[config.mk]
export PLATFORM = sky130hd
export DESIGN_NAME = memory_stage_unit
export DESIGN_NICKNAME = d
export VERILOG_FILES = /design/src/rtl/mem_stage_pkg.sv /design/src/rtl/beat_assembler.sv /design/src/rtl/memory_stage_unit.sv
export SDC_FILE = /design/constraint.sdc
export NUM_CORES = 1
export LEC_CHECK = 0
export CORE_ASPECT_RATIO = 0.8
export CORE_MARGIN = 2
export CORE_UTILIZATION = 28
export DETAILED_ROUTE_END_ITERATION = 6
export DONT_BUFFER_PORTS = 1
export PLACE_DENSITY = 0.48
export SYNTH_ARGS = -nofsm -noshare
export SYNTH_HDL_FRONTEND = slang
export SYNTH_HIERARCHICAL = 1
export SYNTH_SLANG_ARGS = --single-unit
[constraint.sdc]
create_clock -name clk -period 3.8 [get_ports clk]
set_clock_uncertainty 0.2 [all_clocks]
set_input_delay 0.38 -clock clk [delete_from_list [all_inputs] [get_ports clk]]
set_output_delay 0.38 -clock clk [all_outputs]
set_load 0.05 [all_outputs]
[src/rtl/mem_stage_pkg.sv]
// Shared types and constants for the memory stage: FSM states, memory op kinds, beat geometry.
package mem_stage_pkg;

    typedef enum logic [1:0] {
        IDLE   = 2'd0,
        ACCESS = 2'd1,
        DONE   = 2'd2
    } state_t;

    typedef enum logic [1:0] {
        OP_NONE  = 2'd0,
        OP_LOAD  = 2'd1,
        OP_STORE = 2'd2
    } op_t;

    localparam int BEATS      = 4;
    localparam int BEAT_BYTES = 4;

endpackage

[src/rtl/beat_assembler.sv]
// Lane steering between the 32-bit bus and the 128-bit vector: inserts a load word at the
// current beat index and selects the store word for the current beat.
module beat_assembler #(
    parameter int DATA_W = 128,
    parameter int BUS_W  = 32
) (
    input  logic [DATA_W-1:0] lanes,
    input  logic [1:0]        beat,
    input  logic [BUS_W-1:0]  rdata,
    input  logic [DATA_W-1:0] store_data,
    output logic [DATA_W-1:0] lanes_next,
    output logic [BUS_W-1:0]  wdata
);

    always_comb begin
        lanes_next = lanes;
        lanes_next[BUS_W*int'(beat) +: BUS_W] = rdata;
    end

    assign wdata = store_data[BUS_W*int'(beat) +: BUS_W];

endmodule

[src/rtl/memory_stage_unit.sv]
// Memory pipeline stage: scalar or 4-beat vector load/store over a 32-bit ack bus, stalling
// upstream while in flight. Optional bus-timeout abort is enabled by defining MEM_TIMEOUT_EN.
module memory_stage_unit
    import mem_stage_pkg::*;
#(
    parameter int DATA_W  = 128,
    parameter int BUS_W   = 32,
    parameter int ADDR_W  = 32,
    parameter int TIMEOUT = 255
) (
    input  logic              clk,
    input  logic              rst,
    input  logic              MemRd1,
    input  logic              MemWr1,
    input  logic              VF1,
    input  logic              RegWr1,
    input  logic [3:0]        R_V_dest1,
    input  logic [DATA_W-1:0] ALURES1,
    input  logic [DATA_W-1:0] R3_V3_2,
    output logic              mem_req,
    output logic              mem_we,
    output logic [ADDR_W-1:0] mem_addr,
    output logic [BUS_W-1:0]  mem_wdata,
    input  logic              mem_ack,
    input  logic [BUS_W-1:0]  mem_rdata,
    output logic              Stall,
    output logic              VF2,
    output logic              RegWr2,
    output logic [3:0]        R_V_dest2,
    output logic [DATA_W-1:0] ResRV,
    output logic              MemErr
);

    if (TIMEOUT < 1 || TIMEOUT > 255) begin : g_timeout_range
        $error("TIMEOUT must fit the 8-bit wait counter");
    end

    state_t              state, next_state;
    op_t                 op_q;
    logic                vf_q;
    logic                regwr_q;
    logic [3:0]          dest_q;
    logic [ADDR_W-1:0]   base_q;
    logic [DATA_W-1:0]   sdata_q;
    logic [DATA_W-1:0]   alu_q;
    logic [1:0]          beat_q;
    logic [DATA_W-1:0]   lanes_q;
    logic [DATA_W-1:0]   lanes_next;
    logic [BUS_W-1:0]    lane_wdata;
    logic [DATA_W-1:0]   load_result;
    logic                start;
    logic                is_last;
    logic                timeout_fire;

    beat_assembler #(.DATA_W(DATA_W), .BUS_W(BUS_W)) u_beat_assembler (
        .lanes      (lanes_q),
        .beat       (beat_q),
        .rdata      (mem_rdata),
        .store_data (sdata_q),
        .lanes_next (lanes_next),
        .wdata      (lane_wdata)
    );

    assign start   = MemRd1 | MemWr1;
    assign is_last = vf_q ? (beat_q == 2'(BEATS - 1)) : (beat_q == 2'd0);

    always_comb begin
        load_result = {{(DATA_W-BUS_W){1'b0}}, mem_rdata};
        if (vf_q) begin
            load_result = lanes_next;
        end
    end

    // Bus signals are decoded from registered state, so they stay stable until the ack edge.
    always_comb begin
        mem_req   = 1'b0;
        mem_we    = 1'b0;
        mem_addr  = '0;
        mem_wdata = '0;
        if (state == ACCESS) begin
            mem_req   = 1'b1;
            mem_we    = (op_q == OP_STORE);
            mem_addr  = base_q + ADDR_W'(beat_q) * ADDR_W'(BEAT_BYTES);
            mem_wdata = lane_wdata;
        end
    end

    always_comb begin
        next_state = state;
        Stall      = 1'b0;
        case (state)
            IDLE: begin
                Stall = start;
                if (start) begin
                    next_state = ACCESS;
                end
            end
            ACCESS: begin
                Stall = 1'b1;
                if ((mem_ack && is_last) || timeout_fire) begin
                    next_state = DONE;
                end
            end
            DONE: begin
                next_state = IDLE;
            end
            default: begin
                next_state = IDLE;
            end
        endcase
    end

    always_ff @(posedge clk) begin
        if (rst) begin
            state     <= IDLE;
            op_q      <= OP_NONE;
            vf_q      <= 1'b0;
            regwr_q   <= 1'b0;
            dest_q    <= '0;
            base_q    <= '0;
            sdata_q   <= '0;
            alu_q     <= '0;
            beat_q    <= '0;
            lanes_q   <= '0;
            VF2       <= 1'b0;
            RegWr2    <= 1'b0;
            R_V_dest2 <= '0;
            ResRV     <= '0;
        end else begin
            state <= next_state;
            case (state)
                IDLE: begin
                    if (start) begin
                        op_q    <= MemWr1 ? OP_STORE : OP_LOAD;
                        vf_q    <= VF1;
                        regwr_q <= RegWr1;
                        dest_q  <= R_V_dest1;
                        base_q  <= ALURES1[ADDR_W-1:0];
                        sdata_q <= R3_V3_2;
                        alu_q   <= ALURES1;
                        beat_q  <= '0;
                        RegWr2  <= 1'b0;
                    end else begin
                        VF2       <= VF1;
                        RegWr2    <= RegWr1;
                        R_V_dest2 <= R_V_dest1;
                        ResRV     <= ALURES1;
                    end
                end
                ACCESS: begin
                    // Bubble while in flight so forwarding never picks up an old result.
                    RegWr2 <= 1'b0;
                    if (mem_ack) begin
                        beat_q <= beat_q + 2'd1;
                        if (op_q == OP_LOAD) begin
                            lanes_q <= lanes_next;
                        end
                        if (is_last) begin
                            VF2       <= vf_q;
                            R_V_dest2 <= dest_q;
                            RegWr2    <= (op_q == OP_LOAD) && regwr_q;
                            ResRV     <= (op_q == OP_LOAD) ? load_result : alu_q;
                        end
                    end
                end
                default: begin
                end
            endcase
        end
    end

`ifdef MEM_TIMEOUT_EN
    logic [7:0] wait_cnt;
    logic       mem_err_q;

    assign timeout_fire = (state == ACCESS) && !mem_ack && (wait_cnt == 8'(TIMEOUT - 1));
    assign MemErr       = mem_err_q;

    always_ff @(posedge clk) begin
        if (rst) begin
            wait_cnt  <= '0;
            mem_err_q <= 1'b0;
        end else begin
            if (state != ACCESS || mem_ack) begin
                wait_cnt <= '0;
            end else begin
                wait_cnt <= wait_cnt + 8'd1;
            end
            if (timeout_fire) begin
                mem_err_q <= 1'b1;
            end
        end
    end
`else
    assign timeout_fire = 1'b0;
    assign MemErr       = 1'b0;
`endif

endmodule

==> results of run 1 <==
## through the flow
stage          hold slack, ns  total power, mW  setup WS [ns]  utilization (%)
2_1_floorplan           0.233             8.22          0.415                -
3_3_place_gp            0.237             8.77          0.664             29.4
3_5_place_dp            0.238             8.79          0.655             29.4
4_1_cts               0.00703             15.8        0.00801             36.5
5_1_grt                0.0578             16.3         0.0274             36.5
6_report               0.0542             15.7          0.177             36.5
## synthesized netlist by cell type, types with 3 or more instances
library cell / count / share of area (%)
mux4_2: 32 / 2.9
o22ai_1: 5 / 0.13
clkbuf_1: 238 / 3.6
a21oi_1: 408 / 8.3
nand4_1: 11 / 0.28
o32ai_1: 29 / 1.0
o2bb2ai_1: 3 / 0.11
buf_1: 22 / 0.34
buf_2: 32 / 0.65
o22ai_2: 30 / 1.5
o31ai_1: 41 / 1.3
inv_1: 105 / 1.6
a211oi_1: 32 / 0.98
dfxtp_1: 530 / 43
xnor2_1: 5 / 0.18
o21ai_0: 4 / 0.082
a22o_1: 158 / 5.6
a32o_1: 30 / 1.2
nor2b_1: 33 / 0.84
ha_1: 9 / 0.46
a311oi_1: 7 / 0.25
and2_1: 36 / 0.92
and3_1: 3 / 0.077
nor2_1: 155 / 2.4
nor3_1: 3 / 0.061
nand3_1: 107 / 2.2
a31oi_1: 96 / 2.5
xor2_1: 9 / 0.32
or4_1: 14 / 0.43
nand2_1: 965 / 15
buf_6: 6 / 0.28
and4_1: 3 / 0.11
## power groups by stage
stage	registers [mW]	logic, mW	clock network, mW
global route	6.77	2.75	6.82
global placement	6.84	1.93	0
finish	6.72	2.52	6.44
CTS	6.72	2.51	6.61
floorplan	6.70	1.52	0
detailed placement	6.84	1.95	0
## logic make-up after synthesis
kind of cell	share of synthesized area, %
buffers and inverters	6.61
and+or+nand+nor	22.7
adders and majority gates	0.541
AOI/OAI and AO/OA	23.3
other	0.0153
DFF	43.3
muxes	3.07
xor gates and xnor gates	0.500
## sequential cells by signal, indices dropped and copies added, names as in the netlist, 2 cells and up
register,flops
dest_q,4
state,2
R_V_dest2,4
op_q,2
alu_q,97
lanes_q,128
beat_q,2
sdata_q,128
base_q,31
ResRV,128
## per-layer routing
| layer | part of all wire (%) | track usage (%) |
|---|---|---|
| met2 | 45 | 34.4 |
| met3 | 7.2 | 5.60 |
| met4 | 2.8 | 6.88 |
| met5 | 0.079 | 0 |
| met1 | 45 | 29.4 |
## worst paths after layout
kind	startpoint	endpoint	slack [ns]
setup / recovery	base_q[2]$_SDFFE_PP0P_	mem_addr[26]	0.18
hold / removal	mem_rdata[23]	ResRV[23]$_SDFFE_PP0P_	0.05
setup reg to reg	beat_q[0]$_SDFFE_PP0P_	ResRV[1]$_SDFFE_PP0P_	0.56
hold reg to reg	lanes_q[82]$_SDFFE_PP0P_	lanes_q[82]$_SDFFE_PP0P_	0.25
## layout make-up
cell class	count	area, um2	area share (%)
Antenna cell	10	25.0	0.0787
Clock buffer	82	1730	5.43
Clock inverter	28	422	1.33
Inverter	106	405	1.27
Multi-Input combinational cell	2259	12400	38.9
Sequential cell	530	10600	33.4
Tap cell	1138	1420	4.48
Timing Repair Buffer	473	4800	15.1
## timing repair
item                                    in CTS  in global routing
endpoints found under the setup margin       3                  6
setup buffers                                0                  1
resized for setup                            1                  2
endpoints found under the hold margin      530                  0
pin swaps                                    0                  0
hold buffers                               398                  0
## worst max-delay path: stages (launching register included)
cell,delay (ns)
dfxtp_1,0.36
ha_2,0.22
fa_2,0.25
nand4_1,0.22
or4_4,0.54
or4_1,0.42
a21oi_1,0.17
buf_4,0.22
==> results.md, run 1 <==
* Synth Register Bits at 530
* Sequential-to-total area share from yosys stat at 43.3%
* Die height at 269 um
* Non-Filler Instances at 4626
* Logic gate share of total power at 16.1%
* Antenna viol nets, final at 0
* Max-Cap Viols at 0
* Largest net degree at the start of global routing at 228
* Gp weighted congestion at 0.823
* Hold depth at 4
* Final Hold Vio Count at 0
* Finished Cell Area at 0.0318 mm2
* DR vias/cell at 5.14
* Htree depth at 2
* Failing checks: design-rule violations
* CP arrival at 3.04 ns
* Clock Sinks at 530
* Syn_nets at 3505
* PortBufs at 0
* Starting Density at 28.1%
* CTS max path bufs at 3
* Post-Syn Area per Cell at 7.67 um2
* Clk pwr share at 41.1%
* DP Wirelength at 62400 um
* Post-synth EDFFs at 0
* Vias in the first global route at 22100
* Outcome: finished with violations
* Commonest cells after routing, fill and taps aside: 965 x nand2_1, 527 x dfxtp_1, 408 x a21oi_1
* Worst reg-to-reg path cell count at 10
* Req. time, crit path at 3.22 ns
* DRT Pass-1 Iters at 7
* Detailed-route wire length per cell at 22.3 um
* Commonest non-fill, non-tap cell in the layout: nand2_1
* Synth async-reset ratio at 0%
* Layout cells sized above 1 at 7.65%
* Yosys cell types at 60
* Dominant synthesized flop cell: dfxtp_1
* Final #Nets at 3740
* Mapped cell area at 0.0245 mm2
* Placed Cells at 4107
* Root Buffer: clkbuf_16
* Flop pwr share at 42.9%
* Overall Global Routing Usage at 21.9%
* NetSw at 4.88 mW
* Ports at 501
* Pwr per Cell Area at 493 mW/mm2
* Num CTS Buffers at 61
* Slew HR at 18.6%
* Final wirelength at 103000 um
* CTS tree: built
* Worst setup EP type: output pin
* Leakage power at 11.8 nW
* Die X at 335 um
* Synth warn at 6
* Syn Inst Count at 3196
* Min cycle time layout at 3.62 ns
* Total die area at 0.0899 mm2
* Worst Setup Start Kind: register
* Setup CP Type: reg2out
* Min-delay worst type: in2reg
* Area Growth Syn to Fin at 29.8%
* Dpl cell area at 0.0256 mm2
* Routed via count at 23800
* RSZ-0062 raised after global routing: no
* Setup violators final at 0
* Peak supply drop at 0.325 mV
* Max Freq at 0.276 GHz
* Least-Margin Pin Slew at 1.22 ns
* Sw Ratio at 31.1%
* Row count at 97
* First-pass GRT wire length at 149000 um
* Fillers at 9140
* Clk_lat worst skew at 0.65 ns
* Core area at 0.0871 mm2
* Clock transition at path regs at 0.06 ns
* Crit-path max FO at 8
* Fin crit share at 95.3%
* DR iter-0 viols at 2003
* DRC Markers at 3
* Setup TNS Final at 0 ns
* Int Power at 10.8 mW
* Max Slew Vio Count at 0
* Gr ovfl total at 0
* Initial antenna violation count at 18
No activity file was read; power rests on OpenSTA's default activity.
==> run 2: changes to the inputs <==
--- a/config.mk
+++ b/config.mk
@@ -11,7 +11,7 @@
 export DETAILED_ROUTE_END_ITERATION = 6
 export DONT_BUFFER_PORTS = 1
 export PLACE_DENSITY = 0.48
+export SLEW_MARGIN = 25
 export SYNTH_ARGS = -nofsm -noshare
 export SYNTH_HDL_FRONTEND = slang
-export SYNTH_HIERARCHICAL = 1
 export SYNTH_SLANG_ARGS = --single-unit
==> constraint.sdc (replaced) <==
create_clock -name clk -period 4.25 [get_ports clk]
set_clock_uncertainty 0.2 [all_clocks]
set_input_delay 0.425 -clock clk [delete_from_list [all_inputs] [get_ports clk]]
set_output_delay 0.425 -clock clk [all_outputs]
set_load 0.05 [all_outputs]
==> results.md, run 2 <==
* Outcome: finished, final reports clean
* Setup CP Type: reg2out
* Dominant synthesized flop cell: dfxtp_1
* Final Hold Vio Count at 0 (unchanged)
* Detailed-route wire length per cell at 23.3 um (+4.5%)
* Max-Cap Viols at 0 (unchanged)
* Slew HR at 6.02% (-13 points)
* Yosys cell types at 53 (-12%)
* Mapped cell area at 0.0239 mm2 (-2.4%)
* Peak supply drop at 0.334 mV (+2.8%)
* Gr ovfl total at 0 (unchanged)
* Largest area contributor in the netlist: dfxtp_1
* Req. time, crit path at 3.62 ns (+0.40 ns)
* Clk_lat worst skew at 0.65 ns (about the same)
* Fin crit share at 92.4%
* Area Growth Syn to Fin at 41.3%
* Count leader, synth: nand2_1
* CTS tree: built
* Core area at 0.0843 mm2 (-3.3%)
* Clock transition at path regs at 0.06 ns (about the same)
* Sequential-to-total area share from yosys stat at 44.3% (+1.0 points)
* Setup violators final at 0 (unchanged)
* Biggest regs: ResRV (128), lanes_q (128), sdata_q (128)
* Main area contributors after synthesis: dfxtp_1 44%, nand2_1 9.6%, a21oi_1 8.0%, a22oi_1 5.1%, a221o_1 4.1%
* Total die area at 0.0878 mm2 (-2.3%)
* Starting Density at 28.4% (+0.27 points)
* Syn_nets at 3208 (-8.5%)
* Htree depth at 2 (unchanged)
* Min-delay worst type: in2reg
* Antenna viol nets, final at 0 (unchanged)
* DP Worst Slack at 0.877 ns (+0.222 ns)
* Syn Inst Count at 2901 (-9.2%)
* Synth async-reset ratio at 0% (unchanged)
* First-pass GRT wire length at 158000 um (+6.1%)
* CP top delay family: simple AND/OR/NAND/NOR gates
* Max Freq at 0.255 GHz
* Worst Setup Start Kind: register
* Root Buffer: clkbuf_16
* PortBufs at 0 (unchanged)
* Row count at 95 (-2.1%)
* Routed via count at 24600 (+3.5%)
* Commonest cells in the netlist: 610 x nand2_1, 530 x dfxtp_1, 381 x a21oi_1
* Worst setup EP type: output pin
* NetSw at 4.41 mW (-9.6%)
* Post-Syn Area per Cell at 8.25 um2 (+7.6%)
* RSZ-0062 raised after global routing: no
* CTS max path bufs at 3 (unchanged)
* Pwr per Cell Area at 419 mW/mm2 (-15%)
* Crit-path slowest cell: or4_1
* Logic gate share of total power at 16.5% (+0.4 points)
* Fillers at 8357 (-8.6%)
* Overall Global Routing Usage at 23.5% (+1.5 points)
* DR vias/cell at 5.37 (+4.6%)
* Final WS setup at 0.325 ns (+0.148 ns)
* Largest net degree at the start of global routing at 370 (+62%)
* Synth Register Bits at 530 (unchanged)
* DRT Pass-1 Iters at 6 (-1)
* Non-Filler Instances at 4581 (-0.97%)
* Final wirelength at 107000 um (+3.5%)
* Vias in the first global route at 24900 (+13%)
* Min cycle time layout at 3.92 ns
* DRC Markers at 0 (-3)
* Int Power at 9.74 mW (-9.8%)
* Leakage power at 13.3 nW (+13%)
* Placed Cells at 3794 (-7.6%)
* Commonest cells after routing, fill and taps aside: 658 x dlygate4sd3_1, 610 x nand2_1, 528 x dfxtp_1
* Ports at 501 (unchanged)
* Synth warn at 0 (-6)
* Num CTS Buffers at 61 (unchanged)
* Setup TNS Final at 0 ns (unchanged)
* Hold slack at 0.0313 ns (-0.0229 ns)
* Post-Route Utilization at 40.1% (+3.6 points)
* Gp weighted congestion at 0.821 (-0.21%)
* Layout cells sized above 1 at 6.90% (-0.75 points)
* Die height at 265 um (-1.2%)
* Die X at 331 um (-1.2%)
* Commonest non-fill, non-tap cell in the layout: dlygate4sd3_1
* WP buf/inv at 1 (unchanged)
* Clk pwr share at 40.4% (-0.7 points)
* Initial antenna violation count at 19 (+1)
* Synth top area share at 44.3% (+1.0 points)
* Final #Nets at 3710 (-0.80%)
* Max Slew Vio Count at 0 (unchanged)
* DR iter-0 viols at 2011 (+0.40%)
* Least-Margin Pin Slew at 1.41 ns (+0.189 ns)
* DP Wirelength at 62300 um (about the same)
* Flop pwr share at 43.1% (+0.2 points)
* Crit-path max FO at 17 (+9)
* Crit-path cells: ha_1 > a21oi_1 > or4_1 > or3_2 > a21oi_1 > buf_4
* Sw Ratio at 31.2% (+0.041 points)
* Worst path most repeated cell: a21oi_1
* Slowest stage delay, CP at 0.84 ns (+0.30 ns)
* CP arrival at 3.30 ns (+0.26 ns)
* Post-synth EDFFs at 0 (unchanged)
* Clock Sinks at 530 (unchanged)
run 2: final timing paths:
check | start | to | slack [ns] | cells after the start
worst max register to register | beat_q[0]$_SDFFE_PP0P_ | ResRV[45]$_SDFFE_PP0P_ | 0.44 | 8
worst min-delay path | mem_rdata[18] | ResRV[50]$_SDFFE_PP0P_ | 0.03 | 3
worst min register to register | alu_q[64]$_SDFFE_PP0P_ | alu_q[64]$_SDFFE_PP0P_ | 0.26 | 2
worst max-delay path | beat_q[0]$_SDFFE_PP0P_ | mem_addr[27] | 0.33 | 6
run 2: routing by layer:
metal	track usage [%]	vias up	part of all wire, %
met5	0	-	0.063
li1	-	11400	-
met2	39.2	885	48
met1	29.3	12100	41
met3	5.19	210	7.0
met4	9.04	12	3.7
run 2: logic make-up (layout without fill, tap and decap cells):
| kind of cell | Yosys count | count (layout) | synth area share, % |
|---|---|---|---|
| simple gates | 1191 | 1191 | 22.9 |
| compound gates | 831 | 831 | 23.9 |
| flops | 530 | 530 | 44.3 |
| buf+inv | 296 | 846 | 4.94 |
| mux | 33 | 33 | 3.05 |
| xor+xnor | 11 | 11 | 0.403 |
| fa+ha+maj | 8 | 8 | 0.450 |
| other cells | 1 | 16 | 0.0157 |
run 2: tightest hold or removal path, delay by kind of cell:
kind / cells / cell delay, ns
and+or+nand+nor: 1 / 0.18
AOI/OAI and AO/OA: 2 / 0.23
run 2: through the flow:
| step | power [mW] | area, um2 |
|---|---|---|
| 3_5_place_dp | 7.85 | 25000 |
| 4_1_cts | 14.2 | 33700 |
| 5_1_grt | 14.7 | 33800 |
| 6_report | 14.1 | 33800 |
| 3_3_place_gp | 7.80 | 24900 |
| 2_1_floorplan | 7.39 | 23900 |
run 2: final cells by class:
type	instances	area (um2)	area share [%]
inverter	9	38.8	0.115
tap	1115	1400	4.13
clock inverter	28	430	1.27
sequential	530	10600	31.4
multi-input combinational	2075	12300	36.4
clock buffer	83	1720	5.08
antenna	15	37.5	0.111
timing repair buffer	726	7270	21.5
run 2: timing repair:
item                                   CTS  global route
hold buffers                           659             0
gates resized for setup                  0             0
endpoints found under the hold margin  530             0
setup endpoints to repair                0             1
buffers inserted                         0             1
run 2: power by group through the flow:
| stage | registers (mW) | logic (mW) | clock network (mW) |
|---|---|---|---|
| floorplan | 6.07 | 1.32 | 0 |
| global placement | 6.19 | 1.61 | 0 |
| detailed placement | 6.20 | 1.65 | 0 |
| CTS | 6.10 | 2.31 | 5.83 |
| global route | 6.14 | 2.53 | 6.03 |
| finish | 6.10 | 2.34 | 5.71 |
==> run 3: changes to the inputs <==
--- a/config.mk
+++ b/config.mk
@@ -5,13 +5,15 @@
 export SDC_FILE = /design/constraint.sdc
 export NUM_CORES = 1
 export LEC_CHECK = 0
+export CAP_MARGIN = 30
 export CORE_ASPECT_RATIO = 0.8
 export CORE_MARGIN = 2
 export CORE_UTILIZATION = 28
+export CTS_BUF_LIST = sky130_fd_sc_hd__clkbuf_4 sky130_fd_sc_hd__clkbuf_8
 export DETAILED_ROUTE_END_ITERATION = 6
 export DONT_BUFFER_PORTS = 1
 export PLACE_DENSITY = 0.48
-export SLEW_MARGIN = 25
+export SLEW_MARGIN = 20
 export SYNTH_ARGS = -nofsm -noshare
 export SYNTH_HDL_FRONTEND = slang
 export SYNTH_SLANG_ARGS = --single-unit
==> results.md, run 3 (synthesis results as in run 2) <==
* M2 GR Usage at 39.1% (about the same)
* Ports at 501 (unchanged)
* First-pass GRT wire length at 157000 um (-0.71%)
* Pwr per Cell Area at 405 mW/mm2 (-3.2%)
* Layout cells sized above 1 at 8.73% (+1.8 points)
* Vias in the first global route at 24900 (+0.13%)
* Leakage power at 13.2 nW (-0.40%)
* Reg2reg start: beat_q[0]$_SDFFE_PP0P_
* Worst Setup Start Kind: register
* CP arrival at 3.38 ns (+0.08 ns)
* Max Slew Vio Count at 0 (unchanged)
* Overall Global Routing Usage at 23.3% (-0.16 points)
* Antenna viol nets, final at 0 (unchanged)
* Fin crit share at 94.3% (+1.9 points)
* Least-Margin Pin Slew at 1.20 ns (-0.208 ns)
* Setup TNS Final at 0 ns (unchanged)
* Commonest non-fill, non-tap cell in the layout: dlygate4sd3_1
* GR Util met1 at 29.0% (-0.35 points)
* GR Util met3 at 5.47% (+0.28 points)
* CTS max path bufs at 3 (unchanged)
* Busiest layer in global routing: met2
* Critical path depth at 6 (unchanged)
* Slew HR at 19.9% (+14 points)
* DRC Markers at 0 (unchanged)
* Root Buffer: clkbuf_8
* Htree depth at 3 (+1)
* Post-Route Utilization at 39.8% (-0.31 points)
* Area Growth Syn to Fin at 40.2%
* Die height at 265 um (unchanged)
* Biggest regs: ResRV (128), lanes_q (128), sdata_q (128)
* Post-CTS Resized at 0 (unchanged)
* Initial antenna violation count at 20 (+1)
* DR vias/cell at 5.33 (-0.68%)
* Worst setup EP type: output pin
* Outcome: finished, final reports clean
* Max Freq at 0.250 GHz (-2.0%)
* Clock transition at path regs at 0.06 ns (about the same)
* Crit. Startpoint: beat_q[0]$_SDFFE_PP0P_
* Min cycle time layout at 4.01 ns (+0.0813 ns)
* Setup violators final at 0 (unchanged)
* Crit-path cells: ha_1 > a21oi_1 > or4_1 > or4_1 > a21oi_1 > buf_4
* WP buf/inv at 1 (unchanged)
* Gp weighted congestion at 0.821 (unchanged)
* Core area at 0.0843 mm2 (unchanged)
* Slowest stage delay, CP at 0.84 ns (about the same)
* DP Wirelength at 62400 um (+0.20%)
* PortBufs at 0 (unchanged)
* RSZ-0062 raised after global routing: no
* Gr ovfl total at 0 (unchanged)
* Hold Path Origin: MemRd1
* Detailed-route wire length per cell at 22.8 um (-2.0%)
* Hold depth at 3 (unchanged)
* Num CTS Buffers at 94 (+54%)
* Req. time, crit path at 3.62 ns (about the same)
* Crit-path max FO at 17 (unchanged)
* CTS tree: built
* Worst reg-to-reg path cell count at 8 (unchanged)
* Largest net degree at the start of global routing at 364 (-1.6%)
* Final Hold Vio Count at 0 (unchanged)
* Total die area at 0.0878 mm2 (unchanged)
* Row count at 95 (unchanged)
* Setup CP Type: reg2out
* Final wirelength at 106000 um (-1.1%)
* Crit-path slowest cell: or4_1
* CP top delay family: simple AND/OR/NAND/NOR gates
* Clk_lat worst skew at 0.72 ns (+0.07 ns)
* DRT Pass-1 Iters at 6 (unchanged)
* Clock Sinks at 530 (unchanged)
* Final #Nets at 3730 (+0.54%)
* Max-Cap Viols at 0 (unchanged)
* DR iter-0 viols at 2064 (+2.6%)
* Commonest cells after routing, fill and taps aside: 645 x dlygate4sd3_1, 610 x nand2_1, 528 x dfxtp_1
* Die X at 331 um (unchanged)
* Peak supply drop at 0.258 mV (-23%)
* Starting Density at 28.4% (unchanged)
* Min-delay worst type: in2reg
* Routed via count at 24600 (+0.19%)
[run 3: changes by cell type in the layout (fill, tap and decap cells not counted), sizes merged]
| cell | previous run | this run |
|---|---|---|
| dlygate4sd3 | 658 | 645 |
| clkinvlp | 1 | 2 |
| clkinv | 13 | 10 |
| bufinv | 9 | 1 |
| inv | 14 | 12 |
| clkbuf | 83 | 151 |
| diode | 15 | 12 |
[run 3: final timing paths]
| check | end | slack [ns] |
|---|---|---|
| worst max-delay path | mem_addr[31] | 0.24 |
| worst min-delay path | state[0]$_SDFFE_PP0P_ | 0.06 |
| worst max register to register | ResRV[43]$_SDFFE_PP0P_ | 0.54 |
| worst min register to register | alu_q[65]$_SDFFE_PP0P_ | 0.26 |
[run 3: final cells by class]
class | count | area (um2)
antenna | 12 | 30.0
clock buffer | 151 | 1890
clock inverter | 16 | 135
fill | 8420 | 50700
inverter | 9 | 38.8
multi-input combinational | 2075 | 12300
sequential | 530 | 10600
tap | 1115 | 1400
timing repair buffer | 713 | 7140
[run 3: metal layers]
| metal | vias to the layer above | part of all wire, % | wire (um) |
|---|---|---|---|
| li1 | 11400 | - | - |
| met1 | 12100 | 42 | 43800 |
| met2 | 902 | 48 | 50700 |
| met3 | 205 | 7.1 | 7530 |
| met4 | 12 | 3.2 | 3400 |
| met5 | - | 0.084 | 89 |
[run 3: tightest hold or removal path, stage by stage]
cell and delay (ns):
o21ai_4 0.06, buf_12 0.23, a21oi_1 0.19
[run 3: repair_timing]
item / in CTS / in global routing
hold buffers: 646 / 0
endpoints found under the setup margin: 0 / 3
buffers inserted: 0 / 1
hold endpoints to repair: 530 / 0
[run 3: report_power, final]
group / total [mW] / internal (mW) / switching, mW
logic: 2.33 / 1.02 / 1.30
registers: 6.10 / 5.33 / 0.774
clock network: 5.17 / 2.88 / 2.29
total: 13.6 / 9.23 / 4.37
[run 3: per-stage QoR]
stage / setup slack, ns / instances / hold slack (ns) / total power [mW] / cell area, um2
3_5_place_dp: 0.902 / 3795 / 0.247 / 7.85 / 25000
6_report: 0.244 / 4621 / 0.0598 / 13.6 / 33500
5_1_grt: 0.0319 / 4619 / 0.0416 / 14.2 / 33500
2_1_floorplan: 0.454 / 2901 / 0.232 / 7.39 / 23900
4_1_cts: 0.0795 / 4608 / 0.000540 / 13.7 / 33500
3_3_place_gp: 0.960 / 3793 / 0.240 / 7.80 / 24900
